### src/rtl/dma_pkg.sv
// Shared types and constants for the DMA burst sequencer and its per-side splitter.
package dma_pkg;

    localparam int ADDR_W     = 32;
    localparam int NB_W       = 32;
    localparam int BPB        = 64;
    localparam int BPB_LOG2   = 6;
    localparam int PAGE_BYTES = 4096;
    localparam int PAGE_LOG2  = 12;

    typedef logic [7:0] axi_len_t;

    typedef struct packed {
        logic [ADDR_W-1:0] src_addr;
        logic [ADDR_W-1:0] dst_addr;
        logic [NB_W-1:0]   num_bytes;
    } s_dma_desc_t;

    typedef struct packed {
        logic [BPB_LOG2-1:0] head;
        logic [BPB_LOG2-1:0] tail;
        axi_len_t            alen;
        logic                valid;
    } s_dma_aligner_req_t;

    typedef enum logic [1:0] {
        ST_IDLE,
        ST_RUN,
        ST_DRAIN
    } dma_state_e;

endpackage

### src/rtl/dma_burst_splitter.sv
// One side (read or write) of the burst sequencer: walks an address/byte range and
// produces beat-aligned bursts that never cross a 4 KB page or exceed MAX_BEATS.
module dma_burst_splitter
    import dma_pkg::*;
#(
    parameter int ADDR_WIDTH = ADDR_W,
    parameter int BEAT_BYTES = BPB,
    parameter int MAX_BEATS  = 16
) (
    input  logic                            clk,
    input  logic                            rst,
    input  logic                            clear_i,
    input  logic                            load_i,
    input  logic [ADDR_WIDTH-1:0]           addr_i,
    input  logic [NB_W-1:0]                 bytes_i,
    input  logic                            hs_i,
    output logic [ADDR_WIDTH-1:0]           addr_o,
    output axi_len_t                        len_o,
    output logic [$clog2(BEAT_BYTES)-1:0]   head_o,
    output logic [$clog2(BEAT_BYTES)-1:0]   tail_o,
    output logic                            active_o
);

    localparam int OFF_W      = $clog2(BEAT_BYTES);
    localparam int CW         = NB_W + 2;
    localparam int PAGE_BEATS = PAGE_BYTES / BEAT_BYTES;

    logic [ADDR_WIDTH-1:0] addr_q, addr_d, aligned;
    logic [NB_W-1:0]       rem_q, rem_d;
    logic                  first_q, first_d;
    logic [OFF_W-1:0]      off, end_off;
    logic [CW-1:0]         needed, to_page, beats, span, consumed;
    logic                  last;

    always_comb begin
        off      = addr_q[OFF_W-1:0];
        aligned  = {addr_q[ADDR_WIDTH-1:OFF_W], OFF_W'(0)};
        needed   = (CW'(off) + CW'(rem_q) + CW'(BEAT_BYTES - 1)) >> OFF_W;
        to_page  = CW'(PAGE_BEATS) - CW'(addr_q[PAGE_LOG2-1:OFF_W]);
        beats    = needed;
        if (to_page < beats)
            beats = to_page;
        if (CW'(MAX_BEATS) < beats)
            beats = CW'(MAX_BEATS);
        // span = payload bytes this burst can carry past the head offset
        span     = (beats << OFF_W) - CW'(off);
        last     = CW'(rem_q) <= span;
        consumed = last ? CW'(rem_q) : span;
        end_off  = off + consumed[OFF_W-1:0];

        active_o = rem_q != '0;
        addr_o   = aligned;
        len_o    = active_o ? axi_len_t'(beats - CW'(1)) : '0;
        head_o   = first_q ? off : '0;
        tail_o   = (active_o && last) ? (OFF_W'(0) - end_off) : '0;

        addr_d   = addr_q;
        rem_d    = rem_q;
        first_d  = first_q;
        if (clear_i) begin
            rem_d   = '0;
            first_d = 1'b0;
        end else if (load_i) begin
            addr_d  = addr_i;
            rem_d   = bytes_i;
            first_d = 1'b1;
        end else if (hs_i) begin
            addr_d  = aligned + ADDR_WIDTH'(beats << OFF_W);
            rem_d   = rem_q - NB_W'(consumed);
            first_d = 1'b0;
        end
    end

    always_ff @(posedge clk or posedge rst) begin
        if (rst) begin
            addr_q  <= '0;
            rem_q   <= '0;
            first_q <= 1'b0;
        end else begin
            addr_q  <= addr_d;
            rem_q   <= rem_d;
            first_q <= first_d;
        end
    end

endmodule

### src/rtl/dma_burst_sequencer.sv
// Splits one DMA descriptor into AXI AR/AW bursts plus aligner requests and tracks B responses.
// Optional burst statistics counters are built when DMA_BURST_STATS_EN is defined.
module dma_burst_sequencer
    import dma_pkg::*;
#(
    parameter int ADDR_WIDTH      = 32,
    parameter int DATA_WIDTH      = 512,
    parameter int MAX_BEATS       = 16,
    parameter int MAX_OUTSTANDING = 4
) (
    input  logic                  clk,
    input  logic                  rst,
    input  logic                  clear_i,
    input  logic                  dma_go_i,
    input  s_dma_desc_t           dma_desc_i,
    output logic                  dma_go_o,
    output s_dma_desc_t           dma_desc_o,
    output logic                  ar_valid_o,
    input  logic                  ar_ready_i,
    output logic [ADDR_WIDTH-1:0] ar_addr_o,
    output axi_len_t              ar_len_o,
    output logic                  aw_valid_o,
    input  logic                  aw_ready_i,
    output logic [ADDR_WIDTH-1:0] aw_addr_o,
    output axi_len_t              aw_len_o,
    input  logic                  b_valid_i,
    output s_dma_aligner_req_t    src_info_o,
    output s_dma_aligner_req_t    dst_info_o,
    output logic                  busy_o,
    output logic                  done_o,
    output logic [15:0]           ar_cnt_o,
    output logic [15:0]           aw_cnt_o
);

    localparam int BEAT_BYTES = DATA_WIDTH / 8;
    localparam int OUT_W      = $clog2(MAX_OUTSTANDING + 1);

    dma_state_e        state_q, state_d;
    s_dma_desc_t       desc_q;
    logic              go_q, done_q, done_d;
    logic [OUT_W-1:0]  out_q, out_d;
    logic              accept, load, ar_hs, aw_hs, b_take;
    logic              rd_active, wr_active;
    logic [BPB_LOG2-1:0] rd_head, rd_tail, wr_head, wr_tail;

    assign accept = (state_q == ST_IDLE) && dma_go_i && !clear_i;
    assign load   = accept && (dma_desc_i.num_bytes != '0);

    assign ar_valid_o = (state_q == ST_RUN) && rd_active;
    assign aw_valid_o = (state_q == ST_RUN) && wr_active && (out_q != OUT_W'(MAX_OUTSTANDING));
    assign ar_hs      = ar_valid_o && ar_ready_i;
    assign aw_hs      = aw_valid_o && aw_ready_i;
    assign b_take     = b_valid_i && (out_q != '0);

    dma_burst_splitter #(
        .ADDR_WIDTH(ADDR_WIDTH), .BEAT_BYTES(BEAT_BYTES), .MAX_BEATS(MAX_BEATS)
    ) u_rd (
        .clk(clk), .rst(rst), .clear_i(clear_i), .load_i(load),
        .addr_i(dma_desc_i.src_addr), .bytes_i(dma_desc_i.num_bytes), .hs_i(ar_hs),
        .addr_o(ar_addr_o), .len_o(ar_len_o), .head_o(rd_head), .tail_o(rd_tail),
        .active_o(rd_active)
    );

    dma_burst_splitter #(
        .ADDR_WIDTH(ADDR_WIDTH), .BEAT_BYTES(BEAT_BYTES), .MAX_BEATS(MAX_BEATS)
    ) u_wr (
        .clk(clk), .rst(rst), .clear_i(clear_i), .load_i(load),
        .addr_i(dma_desc_i.dst_addr), .bytes_i(dma_desc_i.num_bytes), .hs_i(aw_hs),
        .addr_o(aw_addr_o), .len_o(aw_len_o), .head_o(wr_head), .tail_o(wr_tail),
        .active_o(wr_active)
    );

    always_comb begin
        src_info_o = '0;
        dst_info_o = '0;
        if (ar_hs)
            src_info_o = '{head: rd_head, tail: rd_tail, alen: ar_len_o, valid: 1'b1};
        if (aw_hs)
            dst_info_o = '{head: wr_head, tail: wr_tail, alen: aw_len_o, valid: 1'b1};
    end

    always_comb begin
        state_d = state_q;
        done_d  = 1'b0;
        out_d   = out_q;
        if (aw_hs && !b_take)
            out_d = out_q + OUT_W'(1);
        else if (!aw_hs && b_take)
            out_d = out_q - OUT_W'(1);

        case (state_q)
            ST_IDLE: begin
                if (dma_go_i) begin
                    if (dma_desc_i.num_bytes != '0)
                        state_d = ST_RUN;
                    else
                        done_d = 1'b1;
                end
            end
            ST_RUN: begin
                if (!rd_active && !wr_active)
                    state_d = ST_DRAIN;
            end
            ST_DRAIN: begin
                if (out_q == '0) begin
                    done_d  = 1'b1;
                    state_d = ST_IDLE;
                end
            end
            default: state_d = ST_IDLE;
        endcase

        // abort wins over every other event, including a same-cycle completion
        if (clear_i) begin
            state_d = ST_IDLE;
            done_d  = 1'b0;
            out_d   = '0;
        end
    end

    always_ff @(posedge clk or posedge rst) begin
        if (rst) begin
            state_q <= ST_IDLE;
            out_q   <= '0;
            done_q  <= 1'b0;
            go_q    <= 1'b0;
            desc_q  <= '0;
        end else begin
            state_q <= state_d;
            out_q   <= out_d;
            done_q  <= done_d;
            go_q    <= load;
            if (load)
                desc_q <= dma_desc_i;
        end
    end

    assign dma_go_o   = go_q;
    assign dma_desc_o = desc_q;
    assign busy_o     = state_q != ST_IDLE;
    assign done_o     = done_q;

`ifdef DMA_BURST_STATS_EN
    logic [15:0] ar_cnt_q, aw_cnt_q;

    always_ff @(posedge clk or posedge rst) begin
        if (rst) begin
            ar_cnt_q <= '0;
            aw_cnt_q <= '0;
        end else if (clear_i || accept) begin
            ar_cnt_q <= '0;
            aw_cnt_q <= '0;
        end else begin
            if (ar_hs && ar_cnt_q != 16'hFFFF)
                ar_cnt_q <= ar_cnt_q + 16'd1;
            if (aw_hs && aw_cnt_q != 16'hFFFF)
                aw_cnt_q <= aw_cnt_q + 16'd1;
        end
    end

    assign ar_cnt_o = ar_cnt_q;
    assign aw_cnt_o = aw_cnt_q;
`else
    assign ar_cnt_o = 16'd0;
    assign aw_cnt_o = 16'd0;
`endif

endmodule

### config.mk
export PLATFORM = sky130hd
export DESIGN_NAME = dma_burst_sequencer
export DESIGN_NICKNAME = d
export VERILOG_FILES = /design/src/rtl/dma_pkg.sv /design/src/rtl/dma_burst_splitter.sv /design/src/rtl/dma_burst_sequencer.sv
export SDC_FILE = /design/constraint.sdc
export NUM_CORES = 1
export LEC_CHECK = 0
export ABC_AREA = 1
export BUFFER_PORTS_ARGS = -buffer_cell sky130_fd_sc_hd__buf_2
export CAP_MARGIN = 20
export CORE_AREA = 4 4 244 246
export CTS_BUF_LIST = sky130_fd_sc_hd__clkbuf_2
export CTS_CLUSTER_SIZE = 16
export DETAILED_ROUTE_END_ITERATION = 6
export DIE_AREA = 0 0 248 250
export PLACE_DENSITY_LB_ADDON = 0.25
export SLEW_MARGIN = 5
export SYNTH_ARGS = -nofsm -noshare
export SYNTH_HDL_FRONTEND = slang
export SYNTH_SLANG_ARGS = --single-unit
export TNS_END_PERCENT = 50
### constraint.sdc
create_clock -name clk -period 14.8 [get_ports clk]
set_clock_uncertainty 0.2 [all_clocks]
set_input_delay 0.74 -clock clk [delete_from_list [all_inputs] [get_ports clk]]
set_output_delay 0.74 -clock clk [all_outputs]
set_load 0.03 [all_outputs]
**Word-level counts from Yosys, hierarchy flattened**

Index checks and enable logic that the tools add are counted.

- Logic and storage cells: 125
- Bits of input ports: 103
- Bits in registers: 233
- Output and inout port bits: 255

- Reductions and logical operators: 34
- Magnitude comparators: 6
- Bitwise gates (word level): 1
- Muxes and demuxes: 44
- Eq/ne operators: 7
- Add/sub/neg operators: 20

Operator list:

| cell | number |
|---|---|
| $mux W32 | 12 |
| $reduce_bool A32 Y1 | 3 |
| $add A34 B6 Y34 const B | 2 |
| $le A32 B34 Y1 | 2 |
| $lt A34 B28 Y1 | 2 |
| $lt A5 B34 Y1 const A | 2 |
| $mux W34 | 2 |
| $sub A34 B6 Y34 | 2 |
| $add A6 B32 Y33 | 2 |
| $add A32 B32 Y32 | 2 |
| $sub A32 B32 Y32 | 2 |
| $mux W28 | 2 |
| $mux W21 | 2 |
| $mux W6 | 4 |
| $mux W8 | 2 |
| $sub A7 B6 Y8 const A | 2 |
| $sub A8 B1 Y8 const B | 2 |
| $logic_and A1 B1 Y1 | 14 |
| $add A6 B6 Y6 | 2 |
| $reduce_bool A3 Y1 | 4 |
| $sub A1 B6 Y6 const A | 2 |
| $mux W1 | 10 |
| $mux W2 | 5 |
| $mux W3 | 3 |
| 15 further kinds | 25 |

**Depth between registers and ports, before layout**

Gate-level depths: netlist (run 1).

- Word-level depth: 13
- Mapped depth: 73
- Gate-level depth less buffers: 71

**By module**

A second synthesis (run 1) with hierarchy kept.

- Cell total of the unflattened synthesis: 3938
- Area, all modules: 24811.3 sq um

By module, submodules not included:

| module | cells each | sequential area each (sq um) | area an instance (sq um) | instances |
|---|---|---|---|---|
| dma_burst_splitter (u_wr) | 1664 | 1626.6 | 10027.1 | 1 |
| dma_burst_splitter (u_rd) | 1651 | 1626.6 | 9999.6 | 1 |
| dma_burst_sequencer | 623 | 2577.5 | 4784.6 | 1 |

**Least setup slack after synthesis (run 1)**

Ideal clock, no wire load.

- Path kind: register to output
- From: reg u_rd.rem_q[0]
- To: out src_info_o[14] in the netlist's numbering
- Cell stages (with the launch flop): 64
- Path buffers: 2
- Data required time: 13.860 ns
- Arrival: 8.974 ns
- Path slack: 4.886 ns
- Cell sequence: dfrtp_1 ha_1 fa_1 nand3_1 nand2_1 nand2_1 nand2_1 nor2_1 nand2_1 nand2_1 nor2_1 nand2_1 inv_1 nor2_1 inv_1 ha_1 inv_1 nor3_1 [... 28 more ...] o221ai_1 nand2_1 o211ai_1 a21boi_0 o21ai_0 o21ai_0 nor2_4 buf_2 clkinv_1 o21ai_0 ha_1 inv_1 ha_1 inv_1 fa_1 o21ai_0 a21oi_1 a211oi_1

RTL lines:

| what | line | RTL |
|---|---|---|
| from (decl) | dma_burst_splitter.sv:29 | `logic [NB_W-1:0] rem_q, rem_d;` |
| from (signal assigned) | dma_burst_splitter.sv:81 | `rem_q <= rem_d;` |
| to (decl) | dma_burst_sequencer.sv:27 | `output s_dma_aligner_req_t src_info_o,` |

==> flow_metrics.env, run 1 <==
export IMPL_vias=28700
export IMPL_viasPerCell=5.33
export IMPL_crit_required_ns=13.86
export IMPL_fin_crit_ns=13.26
export IMPL_critPathLaunchType="flop"
export IMPL_grt_pass1_vias=26600
export IMPL_grt_usage_pct=29.2
export IMPL_drtIter0Drc=2278
export IMPL_ys_types=70
export IMPL_cts_tree="done"
export IMPL_cts_buffer_depth=3
export IMPL_routed_wirelength_um=93300
export IMPL_gr_total_overflow=0
export IMPL_hold_buffers=101
export IMPL_layout_drive_gt1_share_pct=14.1
export IMPL_post_cts_buffers=0
export IMPL_max_cap_violations=0
export IMPL_critical_path_slowest_cell="clkinv_1"
export IMPL_cts_buffers=69
export IMPL_r2r_slack_ns=3.30
export IMPL_tightest_slew_ns=1.17
export IMPL_synthTopCellsByArea="dfrtp_1 (22%), nand2_1 (17%), ha_1 (11%)"
export IMPL_cts_sinks=233
export IMPL_syn_area_per_cell_sq_um=6.27
export IMPL_clk_pin_slew_ns=0.12
export IMPL_crit_type="reg2out"
export IMPL_cts_htree_levels=3
export IMPL_drv_slew=0
export IMPL_whs_ns=0.247
export IMPL_synth_edf_count=0
export IMPL_firstDrtPassIters=5
export IMPL_fin_setup_tns_ns=0
export IMPL_yosysTopAreaCellShare_pct=22.2
export IMPL_synth_mux_area_share_pct=0
export IMPL_clock_latency_ns=1.06
export IMPL_ant_nets=0
export IMPL_ctsResizeCount=0
export IMPL_port_buffers=313
export IMPL_arrival_ns=12.32
export IMPL_yosysSeqAreaShare_pct=22.2
export IMPL_fillCellCount=5960
export IMPL_wl_per_cell_um=17.3
export IMPL_synth_fa_ha_area_share_pct=11.4
export IMPL_endpoint_kind="output pin"
export IMPL_area_delta_synth_final_pct=13.4
export IMPL_die_h_um=250
export IMPL_pin_count=358
export IMPL_status="finished clean"
export IMPL_hp_class="in2reg"
export IMPL_ys_flop_type="dfrtp_1"
export IMPL_async_flop_share_pct=100
export IMPL_core_area_sq_um=57400
export IMPL_cpPeakStageDelay_ns=0.81
export IMPL_synth_top_family_by_area="simple AND/OR/NAND/NOR gates"
export IMPL_slew_headroom_pct=21.9
export IMPL_clockRootBuffer="clkbuf_2"
export IMPL_place_congestion=0.974
export IMPL_maxClockFrequency_mhz=75.4
export IMPL_grt_pass1_wl_um=146000
export IMPL_synth_simple_gate_area_share_pct=39.9
export IMPL_die_w_um=248
export IMPL_initial_core_util_pct=45.7
export IMPL_synth_xor_area_share_pct=1.80
export IMPL_finalCritPeriodShare_pct=89.6
export IMPL_setup_viol=0
export IMPL_crit_top_cell="nand2_1"
export IMPL_ys_ff_latch=233
export IMPL_finalNetCount=4911
export IMPL_hold_viol_final=0
export IMPL_hpwl_um=73800
export IMPL_path_max_fanout=27
export IMPL_synthCells=4179
export IMPL_rsz0062_at_grt="no"
export IMPL_netlist_area_sq_um=26200
export IMPL_grt_max_degree=167
export IMPL_die_area_sq_um=62000
export IMPL_drc=0
export IMPL_ys_warnings_count=0
export IMPL_synth_top_area_cell="dfrtp_1"
export IMPL_antenna_found_initial=4
export IMPL_synth_compound_area_share_pct=12.9
export IMPL_dp_cells=5168
export IMPL_num_rows=88
export IMPL_instances_no_fill=5395
==> cells in the final DEF, fill, tap and decap left out, types with 9 or more instances in the layout <==
cell,n
a211oi_1,10
a21oi_1,203
a31oi_1,73
buf_2,313
clkbuf_2,92
clkinv_1,21
clkinv_2,9
conb_1,84
dfrtp_1,233
dlygate4sd3_1,101
fa_1,9
ha_1,224
inv_1,486
inv_2,26
nand2_1,1175
nand2_2,62
nand3_1,298
nand3_2,18
nand3b_1,13
nand4_1,68
nor2_1,530
nor2_2,31
nor2_4,16
nor3_1,63
nor4_1,38
o211ai_1,9
o21ai_0,185
o21ai_1,27
o21ai_2,11
o21bai_1,12
or2_2,13
xnor2_1,14
xor2_1,35
==> cell usage after synthesis, types with 5 or more instances <==
master / instances
o22ai_1: 7
o21a_1: 8
o21bai_1: 12
buf_1: 8
nand3_2: 18
a21oi_1: 205
o21ai_1: 27
o211ai_1: 9
and2_1: 6
a2111oi_0: 5
nor2_4: 16
o31ai_1: 5
nand2_1: 1175
nand3b_1: 13
nand2_4: 8
o221a_2: 5
clkbuf_1: 59
a211oi_1: 10
nor4_1: 38
xor2_1: 35
nand4_1: 68
nand2_2: 62
nor2_1: 530
buf_2: 9
or2_2: 13
nor2_2: 31
a31oi_1: 73
o21ai_0: 185
fa_1: 9
clkinv_1: 7
nand3_1: 298
dfrtp_1: 233
nand3_4: 6
inv_1: 489
o221ai_1: 5
nor3_1: 64
ha_1: 224
buf_4: 100
xnor2_1: 14
o21ai_2: 11
inv_2: 25
==> cells by family (layout without fill, tap and decap cells) <==
kind of cell    count (synthesis)  in the layout
compound gates                590            590
xor+xnor                       51             51
fa+ha+maj                     233            233
buf+inv                       703           1066
flops                         233            233
other cells                     1             89
simple gates                 2368           2368
==> area by class of cell <==
type	instances	area, sq um	share of cell area [%]
multi-input cells	3326	17700	59.4
diodes	5	12.5	0.0421
inverters	522	1970	6.64
well taps	765	957	3.22
clock buffers	92	460	1.55
flip-flops and latches	233	5830	19.6
clock inverters	29	175	0.589
repair buffers	423	2660	8.94
==> per-stage QoR <==
step	setup slack, ns	cell area, sq um	utilization (%)
finish	1.54	29700	51.8
global route	0.363	29700	51.8
CTS	1.55	29700	51.8
detailed placement	2.79	28100	48.9
global placement	3.08	28100	48.9
floorplan	4.89	26500	-
==> state kept, by name (all words and copies together) (netlist names) <==
register      count
dma_go_o          1
u_rd.addr_q      32
u_wr.rem_q       32
done_o            1
u_wr.addr_q      32
state_q           2
out_q             3
dma_desc_o       96
u_wr.first_q      1
u_rd.first_q      1
u_rd.rem_q       32
==> worst max-delay path: cells and delay by family, from the launching register on <==
kind	cells	cell delay (ns)
flops	1	0.44
simple gates	31	4.00
buf+inv	10	1.91
fa+ha+maj	8	2.43
compound gates	11	2.08
xor+xnor	2	0.44
==> layer usage <==
layer	GRT usage [%]	share of wire [%]	vias up
met5	0	0	-
met4	7.64	2.5	0
met3	6.26	8.4	145
met2	46.6	45	1080
met1	40.2	45	13200
li1	-	-	14400
==> final timing paths <==
check                                           start                          to  cells past startpoint
max                        u_wr.addr_q[0]$_DFFE_PP0P_              dst_info_o[14]                     62
min                                    dma_desc_i[61]  dma_desc_o[61]$_DFFE_PP0P_                      4
max reg2reg                 u_rd.rem_q[0]$_DFFE_PP0P_  u_rd.rem_q[27]$_DFFE_PP0P_                     64
min reg2reg                dma_desc_o[84]$_DFFE_PP0P_  dma_desc_o[84]$_DFFE_PP0P_                      2
max in group asynchronous                         rst   u_wr.rem_q[8]$_DFFE_PP0P_                      5
min in group asynchronous                         rst  dma_desc_o[36]$_DFFE_PP0P_                      4
Power of run 1 is not shown: default switching activity piles up to over one toggle a cycle in this logic, so the estimate is an artifact.
==> run 2, diff against run 1 <==
- BUFFER_PORTS_ARGS: -buffer_cell sky130_fd_sc_hd__buf_2 -> default
- CELL_PAD_IN_SITES_DETAIL_PLACEMENT: default -> 2
- CELL_PAD_IN_SITES_GLOBAL_PLACEMENT: default -> 2
- CORE_AREA: 4 4 244 246 -> 4 4 265 267
- DIE_AREA: 0 0 248 250 -> 0 0 269 271
- DONT_BUFFER_PORTS: default -> 1
==> run 2 against run 1 <==
The run now ends with negative hold slack left. Worst setup slack got worse by 1.3 ns. Register-to-register slack worse by 1.6 ns. Highest routed layer is now met5. Non-clock buffer count decreased by 284. Via count rose by 14%. Critical path type unchanged. Final cell count decreased by 2.6%. Maximum frequency shrank 8.7%. Global-route usage grew 9.7 points. Sequential share of layout area is 0.72 points higher. Utilization down 9.7 points. Die area is 18% higher. Sequential cell count stayed put.
==> flow_metrics.env, run 2 (synthesis results as in run 1) <==
export IMPL_grt_pass1_vias=34500
export IMPL_crit_type="reg2out"
export IMPL_routed_wirelength_um=156000
export IMPL_status="finished with violations"
export IMPL_firstDrtPassIters=5
export IMPL_antenna_found_initial=13
export IMPL_cts_sinks=233
export IMPL_die_w_um=269
export IMPL_clock_latency_ns=1.31
export IMPL_max_cap_violations=0
export IMPL_cts_buffer_depth=3
export IMPL_initial_core_util_pct=38.5
export IMPL_critPathLaunchType="flop"
export IMPL_hold_viol_final=2
export IMPL_cts_buffers=72
export IMPL_hp_class="in2reg"
export IMPL_crit_buf_inv=10
export IMPL_tightest_slew_ns=1.28
export IMPL_crit_top_cell="nand2_1"
export IMPL_core_area_sq_um=68100
export IMPL_viasPerCell=6.21
export IMPL_final_core_util_pct=42.1
export IMPL_critical_path_slowest_cell="fa_1"
export IMPL_dp_cells=4985
export IMPL_die_h_um=271
export IMPL_violations="negative hold slack"
export IMPL_cts_htree_levels=3
export IMPL_instances_no_fill=5253
export IMPL_die_area_sq_um=72900
export IMPL_fin_setup_tns_ns=0
export IMPL_worst_hold_path_num_cells=3
export IMPL_fin_crit_ns=14.53
export IMPL_final_common_cell="nand2_1"
export IMPL_rr_worst_depth=64
export IMPL_largest_reg_flops=96
export IMPL_finalNetCount=4633
export IMPL_r2r_slack_ns=1.70
export IMPL_area_delta_synth_final_pct=9.40
export IMPL_whs_ns=-0.0348
export IMPL_drc=0
export IMPL_cpPeakStageDelay_ns=0.52
export IMPL_endpoint_kind="output pin"
export IMPL_maxClockFrequency_mhz=68.8
export IMPL_grt_usage_pct=38.9
export IMPL_setup_viol=0
export IMPL_slew_headroom_pct=14.2
export IMPL_reg2reg_from="u_wr.rem_q[0]$_DFFE_PP0P_"
export IMPL_finalCritPeriodShare_pct=98.2
export IMPL_cp_top_family="simple AND/OR/NAND/NOR gates"
export IMPL_layout_drive_gt1_share_pct=8.19
export IMPL_clk_pin_slew_ns=0.22
export IMPL_port_buffers=0
export IMPL_pin_count=358
export IMPL_cts_tree="done"
export IMPL_r2r_end="u_wr.rem_q[28]$_DFFE_PP0P_"
export IMPL_fillCellCount=8428
export IMPL_grt_max_degree=148
export IMPL_rsz0062_at_grt="yes"
export IMPL_drtIter0Drc=3027
export IMPL_layout_common_cells="nand2_1 (1175), nor2_1 (530), inv_1 (486)"
export IMPL_grt_pass1_wl_um=219000
export IMPL_fin_area_sq_um=28700
export IMPL_crit_required_ns=13.86
export IMPL_place_area_sq_um=26700
export IMPL_wl_per_cell_um=29.7
export IMPL_ant_nets=0
export IMPL_hold_start="dma_desc_i[50]"
export IMPL_hpwl_um=96500
export IMPL_vias=32600
export IMPL_hold_end="u_wr.addr_q[18]$_DFFE_PP0P_"
export IMPL_clockRootBuffer="clkbuf_2"
export IMPL_place_congestion=0.983
export IMPL_gr_total_overflow=0
export IMPL_num_rows=96
export IMPL_drv_slew=0
export IMPL_arrival_ns=13.59
export IMPL_path_max_fanout=14
## run 2: worst min-delay path, delay by kind of cell
kind                   cells  cell delay [ns]
AOI/OAI and AO/OA          1             0.10
and+or+nand+nor            1             0.12
buffers and inverters      1             0.54
## run 2: per-stage QoR
stage               hold WS [ns]  worst slack, ns
finish                   -0.0348            0.273
global route             -0.0311           -0.506
CTS                     0.000459            0.821
detailed placement         0.382             2.06
global placement           0.370             2.71
floorplan                  0.282             4.89
## run 2: layer usage
metal / global-route usage (%) / part of all wire, % / vias to the layer above
li1: - / - / 13800
met1: 47.8 / 39 / 16200
met2: 63.7 / 45 / 1962
met3: 9.97 / 9.3 / 704
met4: 18.0 / 6.8 / 6
met5: 0 / 0.026 / -
## run 2: repair_timing
action | CTS | global route
resized for setup | 0 | 3
hold buffers | 117 | 0
buffers inserted | 0 | 0
hold endpoints to repair | 328 | 0
endpoints found under the setup margin | 0 | 8
## run 2: area by class of cell
| cell class | instances | area, sq um | area share, % |
|---|---|---|---|
| Clock buffer | 95 | 475 | 1.66 |
| Clock inverter | 31 | 180 | 0.628 |
| Timing Repair Buffer | 139 | 1370 | 4.78 |
| Inverter | 522 | 1980 | 6.91 |
| Multi-Input combinational cell | 3327 | 17700 | 61.6 |
| Antenna cell | 22 | 55.1 | 0.192 |
| Sequential cell | 233 | 5830 | 20.3 |
| Tap cell | 882 | 1100 | 3.85 |
| Timing Repair inverter | 2 | 10.0 | 0.0349 |
## run 2: worst max path at each step
stage | start | endpoint | cells past startpoint
3_5_place_dp | u_rd.rem_q[0]$_DFFE_PP0P_ | src_info_o[14] | 57
5_1_grt | u_wr.rem_q[0]$_DFFE_PP0P_ | dst_info_o[14] | 61
2_1_floorplan | u_rd.rem_q[0]$_DFFE_PP0P_ | src_info_o[14] | 63
4_1_cts | u_rd.rem_q[0]$_DFFE_PP0P_ | src_info_o[14] | 57
3_3_place_gp | u_wr.addr_q[0]$_DFFE_PP0P_ | dst_info_o[14] | 61
6_report | u_wr.rem_q[0]$_DFFE_PP0P_ | dst_info_o[14] | 61
Power of run 2 is left out for the same reason.
